<file path="src/rtl/panel_writer_if.sv">
// panel_writer_if: write-port bundle from the front-panel sequencer to the
// register file and data memory. The sequencer drives it through the master
// modport. The register file and memory sample it through the slave modport.
interface panel_writer_if;
    logic        RegWE;
    logic [4:0]  WriteReg;
    logic [31:0] RegWData;
    logic        MemWE;
    logic [5:0]  WriteMem;
    logic [31:0] MemWData;

    modport master (
        output RegWE, WriteReg, RegWData,
        output MemWE, WriteMem, MemWData
    );

    modport slave (
        input RegWE, WriteReg, RegWData,
        input MemWE, WriteMem, MemWData
    );
endinterface

</file>
<file path="src/rtl/panel_writer.sv">
// panel_writer: front-panel write sequencer.
// Two push-buttons are synchronized and debounced. Each debounced press of
// BtnWrite issues one single-cycle write strobe to either the register file
// or the data memory. The strobe carries the captured switch values.
// Optional feature macro: PANEL_AUTO_INC_EN. When it is defined, an
// auto-incrementing address pointer is built. BtnLoad loads this pointer.

// Synchronizer and debouncer for one raw button. The level output changes only
// after DEBOUNCE_CYCLES consecutive synchronized samples that disagree with it.
module panel_debounce #(
    parameter logic [15:0] DEBOUNCE_CYCLES = 16'd50000
) (
    input  logic clk,
    input  logic clr,
    input  logic btn,
    output logic level
);
    logic [1:0]  sync_q, sync_d;
    logic        level_q, level_d;
    logic [15:0] cnt_q, cnt_d;

    // Shift the synchronizer and count disagreeing samples. The counter is
    // cleared on a flip, so it never runs past DEBOUNCE_CYCLES.
    always_comb begin
        sync_d  = {sync_q[0], btn};
        level_d = level_q;
        cnt_d   = cnt_q;
        if (sync_q[1] == level_q) begin
            cnt_d = '0;
        end else if (cnt_q >= DEBOUNCE_CYCLES - 16'd1) begin
            level_d = sync_q[1];
            cnt_d   = '0;
        end else begin
            cnt_d = cnt_q + 16'd1;
        end
    end

    // Debouncer state registers.
    always_ff @(posedge clk or negedge clr) begin
        if (!clr) begin
            sync_q  <= '0;
            level_q <= 1'b0;
            cnt_q   <= '0;
        end else begin
            sync_q  <= sync_d;
            level_q <= level_d;
            cnt_q   <= cnt_d;
        end
    end

    assign level = level_q;
endmodule

module panel_writer #(
    parameter logic [15:0] DEBOUNCE_CYCLES = 16'd50000
) (
    input  logic                  clk,
    input  logic                  clr,
    input  logic                  SelMem,
    input  logic [5:0]            Addr,
    input  logic [15:0]           DataIn,
    input  logic                  BtnWrite,
    input  logic                  BtnLoad,
    output logic                  Busy,
    output logic [5:0]            CurAddr,
    panel_writer_if.master        wr
);
    typedef enum logic [1:0] {IDLE, LATCH, WRITE, HOLD} state_t;

    state_t      state_q, state_d;
    logic        sel_q, sel_d;
    logic [5:0]  cap_addr_q, cap_addr_d;
    logic [31:0] cap_data_q, cap_data_d;
    logic        reg_we_q, reg_we_d;
    logic [4:0]  write_reg_q, write_reg_d;
    logic [31:0] reg_wdata_q, reg_wdata_d;
    logic        mem_we_q, mem_we_d;
    logic [5:0]  write_mem_q, write_mem_d;
    logic [31:0] mem_wdata_q, mem_wdata_d;

    logic        wr_level;
    logic        wr_prev_q, wr_prev_d;
    logic        wr_evt;

    panel_debounce #(.DEBOUNCE_CYCLES(DEBOUNCE_CYCLES)) u_db_write (
        .clk   (clk),
        .clr   (clr),
        .btn   (BtnWrite),
        .level (wr_level)
    );

    assign wr_prev_d = wr_level;
    assign wr_evt    = wr_level & ~wr_prev_q;

`ifdef PANEL_AUTO_INC_EN
    logic        ld_level;
    logic        ld_prev_q, ld_prev_d;
    logic        ld_evt;
    logic [5:0]  ptr_q, ptr_d;

    panel_debounce #(.DEBOUNCE_CYCLES(DEBOUNCE_CYCLES)) u_db_load (
        .clk   (clk),
        .clr   (clr),
        .btn   (BtnLoad),
        .level (ld_level)
    );

    assign ld_prev_d = ld_level;
    assign ld_evt    = ld_level & ~ld_prev_q;

    // Track the load button's previous level and hold the address pointer.
    always_ff @(posedge clk or negedge clr) begin
        if (!clr) begin
            ld_prev_q <= 1'b0;
            ptr_q     <= '0;
        end else begin
            ld_prev_q <= ld_prev_d;
            ptr_q     <= ptr_d;
        end
    end

    assign CurAddr = ptr_q;
`else
    logic load_unused;
    assign load_unused = BtnLoad;
    assign CurAddr     = Addr;
`endif

    // Compute the next sequencer state, the captured operands and the write port outputs.
    always_comb begin
        state_d     = state_q;
        sel_d       = sel_q;
        cap_addr_d  = cap_addr_q;
        cap_data_d  = cap_data_q;
        reg_we_d    = 1'b0;
        write_reg_d = write_reg_q;
        reg_wdata_d = reg_wdata_q;
        mem_we_d    = 1'b0;
        write_mem_d = write_mem_q;
        mem_wdata_d = mem_wdata_q;
`ifdef PANEL_AUTO_INC_EN
        ptr_d       = ptr_q;
`endif
        case (state_q)
            IDLE: begin
`ifdef PANEL_AUTO_INC_EN
                // A load event takes priority and discards a write event in the same cycle.
                if (ld_evt) begin
                    ptr_d = Addr;
                end else if (wr_evt) begin
                    state_d    = LATCH;
                    sel_d      = SelMem;
                    cap_addr_d = ptr_q;
                    cap_data_d = {16'h0000, DataIn};
                end
`else
                if (wr_evt) begin
                    state_d    = LATCH;
                    sel_d      = SelMem;
                    cap_addr_d = Addr;
                    cap_data_d = {16'h0000, DataIn};
                end
`endif
            end
            LATCH: begin
                // Enables are registered here, so they are high for the whole WRITE cycle.
                state_d = WRITE;
                if (sel_q) begin
                    mem_we_d    = 1'b1;
                    write_mem_d = cap_addr_q;
                    mem_wdata_d = cap_data_q;
                end else begin
                    reg_we_d    = (cap_addr_q[4:0] != 5'd0);
                    write_reg_d = cap_addr_q[4:0];
                    reg_wdata_d = cap_data_q;
                end
            end
            WRITE: begin
                state_d = HOLD;
`ifdef PANEL_AUTO_INC_EN
                if (sel_q) begin
                    ptr_d = ptr_q + 6'd1;
                end else begin
                    ptr_d = {1'b0, ptr_q[4:0] + 5'd1};
                end
`endif
            end
            HOLD: begin
                if (!wr_level) begin
                    state_d = IDLE;
                end
            end
            default: state_d = IDLE;
        endcase
    end

    // Sequencer and output registers.
    always_ff @(posedge clk or negedge clr) begin
        if (!clr) begin
            state_q     <= IDLE;
            sel_q       <= 1'b0;
            cap_addr_q  <= '0;
            cap_data_q  <= '0;
            reg_we_q    <= 1'b0;
            write_reg_q <= '0;
            reg_wdata_q <= '0;
            mem_we_q    <= 1'b0;
            write_mem_q <= '0;
            mem_wdata_q <= '0;
            wr_prev_q   <= 1'b0;
        end else begin
            state_q     <= state_d;
            sel_q       <= sel_d;
            cap_addr_q  <= cap_addr_d;
            cap_data_q  <= cap_data_d;
            reg_we_q    <= reg_we_d;
            write_reg_q <= write_reg_d;
            reg_wdata_q <= reg_wdata_d;
            mem_we_q    <= mem_we_d;
            write_mem_q <= write_mem_d;
            mem_wdata_q <= mem_wdata_d;
            wr_prev_q   <= wr_prev_d;
        end
    end

    assign Busy        = (state_q != IDLE);
    assign wr.RegWE    = reg_we_q;
    assign wr.WriteReg = write_reg_q;
    assign wr.RegWData = reg_wdata_q;
    assign wr.MemWE    = mem_we_q;
    assign wr.WriteMem = write_mem_q;
    assign wr.MemWData = mem_wdata_q;
endmodule

</file>
<file path="src/flat_wrapper.sv">
// flat-port wrapper written by rule: the top's interface ports become plain ports
module panel_writer_flat 
#(
    parameter logic [15:0] DEBOUNCE_CYCLES = 16'd50000
)
  (clk, clr, SelMem, Addr, DataIn, BtnWrite, BtnLoad, Busy, CurAddr, wr_RegWE, wr_WriteReg, wr_RegWData, wr_MemWE, wr_WriteMem, wr_MemWData);
  panel_writer_if wr_i ();
  input  logic clk;
  input  logic clr;
  input  logic SelMem;
  input  logic [5:0] Addr;
  input  logic [15:0] DataIn;
  input  logic BtnWrite;
  input  logic BtnLoad;
  output logic Busy;
  output logic [5:0] CurAddr;
  output wire logic [$bits(wr_i.RegWE)-1:0] wr_RegWE;
  output wire logic [$bits(wr_i.WriteReg)-1:0] wr_WriteReg;
  output wire logic [$bits(wr_i.RegWData)-1:0] wr_RegWData;
  output wire logic [$bits(wr_i.MemWE)-1:0] wr_MemWE;
  output wire logic [$bits(wr_i.WriteMem)-1:0] wr_WriteMem;
  output wire logic [$bits(wr_i.MemWData)-1:0] wr_MemWData;
  assign wr_RegWE = wr_i.RegWE;
  assign wr_WriteReg = wr_i.WriteReg;
  assign wr_RegWData = wr_i.RegWData;
  assign wr_MemWE = wr_i.MemWE;
  assign wr_WriteMem = wr_i.WriteMem;
  assign wr_MemWData = wr_i.MemWData;
  panel_writer #(.DEBOUNCE_CYCLES(DEBOUNCE_CYCLES)) u_core (.clk(clk), .clr(clr), .SelMem(SelMem), .Addr(Addr), .DataIn(DataIn), .BtnWrite(BtnWrite), .BtnLoad(BtnLoad), .Busy(Busy), .CurAddr(CurAddr), .wr(wr_i));
endmodule
</file>
<file path="config.mk">
export PLATFORM = sky130hd
export DESIGN_NAME = panel_writer_flat
export DESIGN_NICKNAME = d
export VERILOG_FILES = /design/src/rtl/panel_writer_if.sv /design/src/rtl/panel_writer.sv /design/src/flat_wrapper.sv
export SDC_FILE = /design/constraint.sdc
export NUM_CORES = 1
export LEC_CHECK = 0
export CAP_MARGIN = 20
export CORE_AREA = 2 2 92 94
export DETAILED_ROUTE_END_ITERATION = 7
export DIE_AREA = 0 0 94 96
export PLACE_DENSITY = 0.81
export SLEW_MARGIN = 10
export SYNTH_ARGS = -nofsm -noshare
export SYNTH_HDL_FRONTEND = slang
export SYNTH_SLANG_ARGS = --single-unit
</file>
<file path="constraint.sdc">
create_clock -name clk -period 2.75 [get_ports clk]
set_input_delay 0.275 -clock clk [delete_from_list [all_inputs] [get_ports clk]]
set_output_delay 0.275 -clock clk [all_outputs]
set_load 0.005 [all_outputs]
</file>
==> summary.txt <==
most common cell after layout, fill and taps aside - dfrtp_1
Die Ht - 96 µm
antenna cell count - 0
gr busiest metal - met2
CTS clk-pin slew, worst paths - 0.09 ns
Yosys reg bits - 90
Most Frequent Cell on Critical Path - inv_1
first-pass GRT wire length - 11100 µm
Logic pwr share - 0.043
clock latency at the later pin of the worst-skew pair - 0.34 ns
Root Buffer - clkbuf_8
DR pass1 iterations - 4
Layout Cells excl Fill - 483
final net count - 405
Leak - 2.28 nW
CP arrival - 1.73 ns
Routability Congestion - 0.835
Mapped Area - 3890 µm²
CTS Hold Buffers Added - 0
Min-Delay Path Class - in2async
Crit. End Element - primary output
placed insts - 467
Yosys cell types - 33
CP Class - reg2out
Peak Freq - 499 MHz
post-synth top area share - 0.579
Area Growth Syn to Fin - 26.0%
initial antenna violation count - 0
status - finished with violations
syn avg cell area - 13.2 µm²
CP startpoint kind - register
Seq pwr share - 0.526
final critical-path share of the clock period - 0.729
Clock Power Share - 0.430
Synth area leaders - dfrtp_1 (58%), mux2_2 (19%), buf_4 (7.3%)
VDD IR max - 0.000526 V
detailed-route via count - 2338
largest stage delay on the critical path - 0.51 ns
Worst Path Max Fanout - 6
Final Hold Viols - 1
htree depth - 3
CP cell instances - inv_1 -> ha_1 -> inv_1 -> clkdlybuf4s50_1
Worst-Margin Slew - 0.780 ns
crit path from - u_core.state_q[0]$_DFFE_PN0P_
met1 global-route usage - 0.214
Initial Util - 0.483
Pint - 2.06 mW
share of cells above drive strength 1 - 0.246
number of port buffers - 77
Residual DRC - 0
HPWL after DPL - 4870 µm
setup violators final - 0
Clock Skew - 0.0125 ns
reg2reg start - u_core.state_q[0]$_DFFE_PN0P_
Final ANT Viol Nets - 0
Layout Utilization - 0.609
met2 Resource Use GR - 0.254
I/O Pins - 111
failing checks - negative hold slack
CTS Buffer Depth - 2
hold slack - -0.000815 ns
Setup Buffers After CTS - 0
Synthesis Warnings - 0
worst path required time - 2.48 ns
cell count after synthesis - 295
sequential fraction of the synthesis area - 0.579
Max Cap Viol - 0
Iteration-0 DRC Markers - 86
number of vias per cell - 4.84
post-synth top area cell - dfrtp_1
Total Neg Setup Slack - 0 ns
clock tree sinks - 90
die width - 94 µm
sw frac - 0.202
core area - 8050 µm²
crit path time final - 2.01 ns
FP Rows - 33
Switch Pwr - 0.522 mW
Congestion Overflow GR - 0
largest net degree at the start of global routing - 64
CTS tree - built
most frequent cells in the layout - dfrtp_1 (90), clkdlybuf4s50_1 (76), mux2_2 (67), conb_1 (32), nor2_1 (20)
CP bufs+invs - 3
Slew Limit Fails - 0
Largest delay share family, worst path - buffers and inverters
Overall Global Routing Usage - 0.161
GR Layer Usage met3 - 0.0423
max_slew headroom - 0.480
die area - 9020 µm²
PwrDens - 527 nW/µm²
post-DR wirelength/cell - 14.1 µm
crit path max-delay cell type - clkdlybuf4s50_1
WL final - 6790 µm
post-CTS sizing - 0
total CTS buffers - 9
RSZ-0062 raised after global routing - no
vias in the first global route - 2198
==> worst register-to-register path: stages (launching register included) <==
cell and delay [ns]:
dfrtp_1 0.41, inv_1 0.09, ha_1 0.27, nand2_1 0.23
buf_4 0.36, mux2_2 0.38
==> registers in the layout, summed over array words and instances, names as in the netlist <==
register / cells
u_core.wr.WriteReg: 5
u_core.wr.RegWE: 1
u_core.u_db_write.sync_q: 2
u_core.cap_data_q: 16
u_core.wr.RegWData: 16
u_core.sel_q: 1
u_core.wr.MemWE: 1
u_core.wr_prev_q: 1
u_core.wr.WriteMem: 6
u_core.state_q: 2
u_core.u_db_write.cnt_q: 16
u_core.u_db_write.level: 1
u_core.wr.MemWData: 16
u_core.cap_addr_q: 6
==> final timing paths <==
| kind | end | slack, ns | cells after the start |
|---|---|---|---|
| worst max-delay path | Busy | 0.74 | 4 |
| worst min-delay path | u_core.wr.MemWData[9]$_DFFE_PN0P_ | -0.0008 | 1 |
| worst max register to register | u_core.cap_addr_q[2]$_DFFE_PN0P_ | 0.90 | 5 |
| worst min register to register | u_core.u_db_write.sync_q[1]$_DFF_PN0_ | 0.35 | 0 |
| max in group asynchronous | u_core.wr.RegWData[1]$_DFFE_PN0P_ | 2.13 | 2 |
| min in group clk | u_core.u_db_write.sync_q[1]$_DFF_PN0_ | 0.35 | 0 |
==> kinds of logic (layout without fill, tap and decap cells) <==
group | count (synthesis) | after routing | synth area share
buf+inv | 53 | 105 | 0.0897
xor+xnor | 14 | 14 | 0.0315
flops | 90 | 90 | 0.579
mux | 67 | 67 | 0.194
simple gates | 52 | 52 | 0.0656
fa+ha+maj | 5 | 5 | 0.0161
other cells | 1 | 32 | 0.000964
compound gates | 13 | 13 | 0.0235
==> power by group through the flow <==
stage	Clock [mW]	Combinational (mW)	Sequential (mW)
6_report	1.11	0.112	1.36
3_5_place_dp	0	0.114	1.39
4_1_cts	1.14	0.115	1.36
2_1_floorplan	0	0.0767	1.38
3_3_place_gp	0	0.113	1.39
5_1_grt	1.21	0.129	1.37
==> layer usage <==
layer	wire, µm	part of all wire
met4	61	0.0090
met5	0	0
met1	2890	0.43
met3	381	0.056
met2	3460	0.51
==> cells in the mapped netlist (all sizes together) <==
cell / instances
mux2: 67
nand3: 5
nor2: 20
inv: 8
xnor2: 12
a31oi: 1
nor2b: 2
o32ai: 1
nand4: 2
and3: 1
ha: 5
nand2b: 1
a22oi: 1
or2: 2
dfrtp: 90
buf: 45
nand2: 7
conb: 1
a211oi: 1
nor4: 4
o31ai: 1
a21oi: 4
o211ai: 1
a311o: 1
o21ai: 1
o311a: 1
or4: 2
xor2: 2
nor3: 6
==> area by class of cell <==
| class | instances | area, µm² |
|---|---|---|
| clock inverter | 5 | 108 |
| multi-input combinational | 183 | 1410 |
| clock buffer | 11 | 151 |
| fill | 651 | 3150 |
| sequential | 90 | 2250 |
| tap | 105 | 131 |
| timing repair buffer | 81 | 823 |
| inverter | 8 | 30.0 |
==> stage by stage <==
step / power [mW] / instance area, µm² / setup WS (ns)
after floorplan: 1.46 / 4010 / 1.08
after CTS: 2.62 / 4900 / 0.707
after global placement: 1.50 / 4640 / 0.910
after global routing: 2.70 / 4900 / 0.592
after detailed placement: 1.50 / 4640 / 0.866
final: 2.58 / 4900 / 0.745
(Power assumes the default switching activity.)
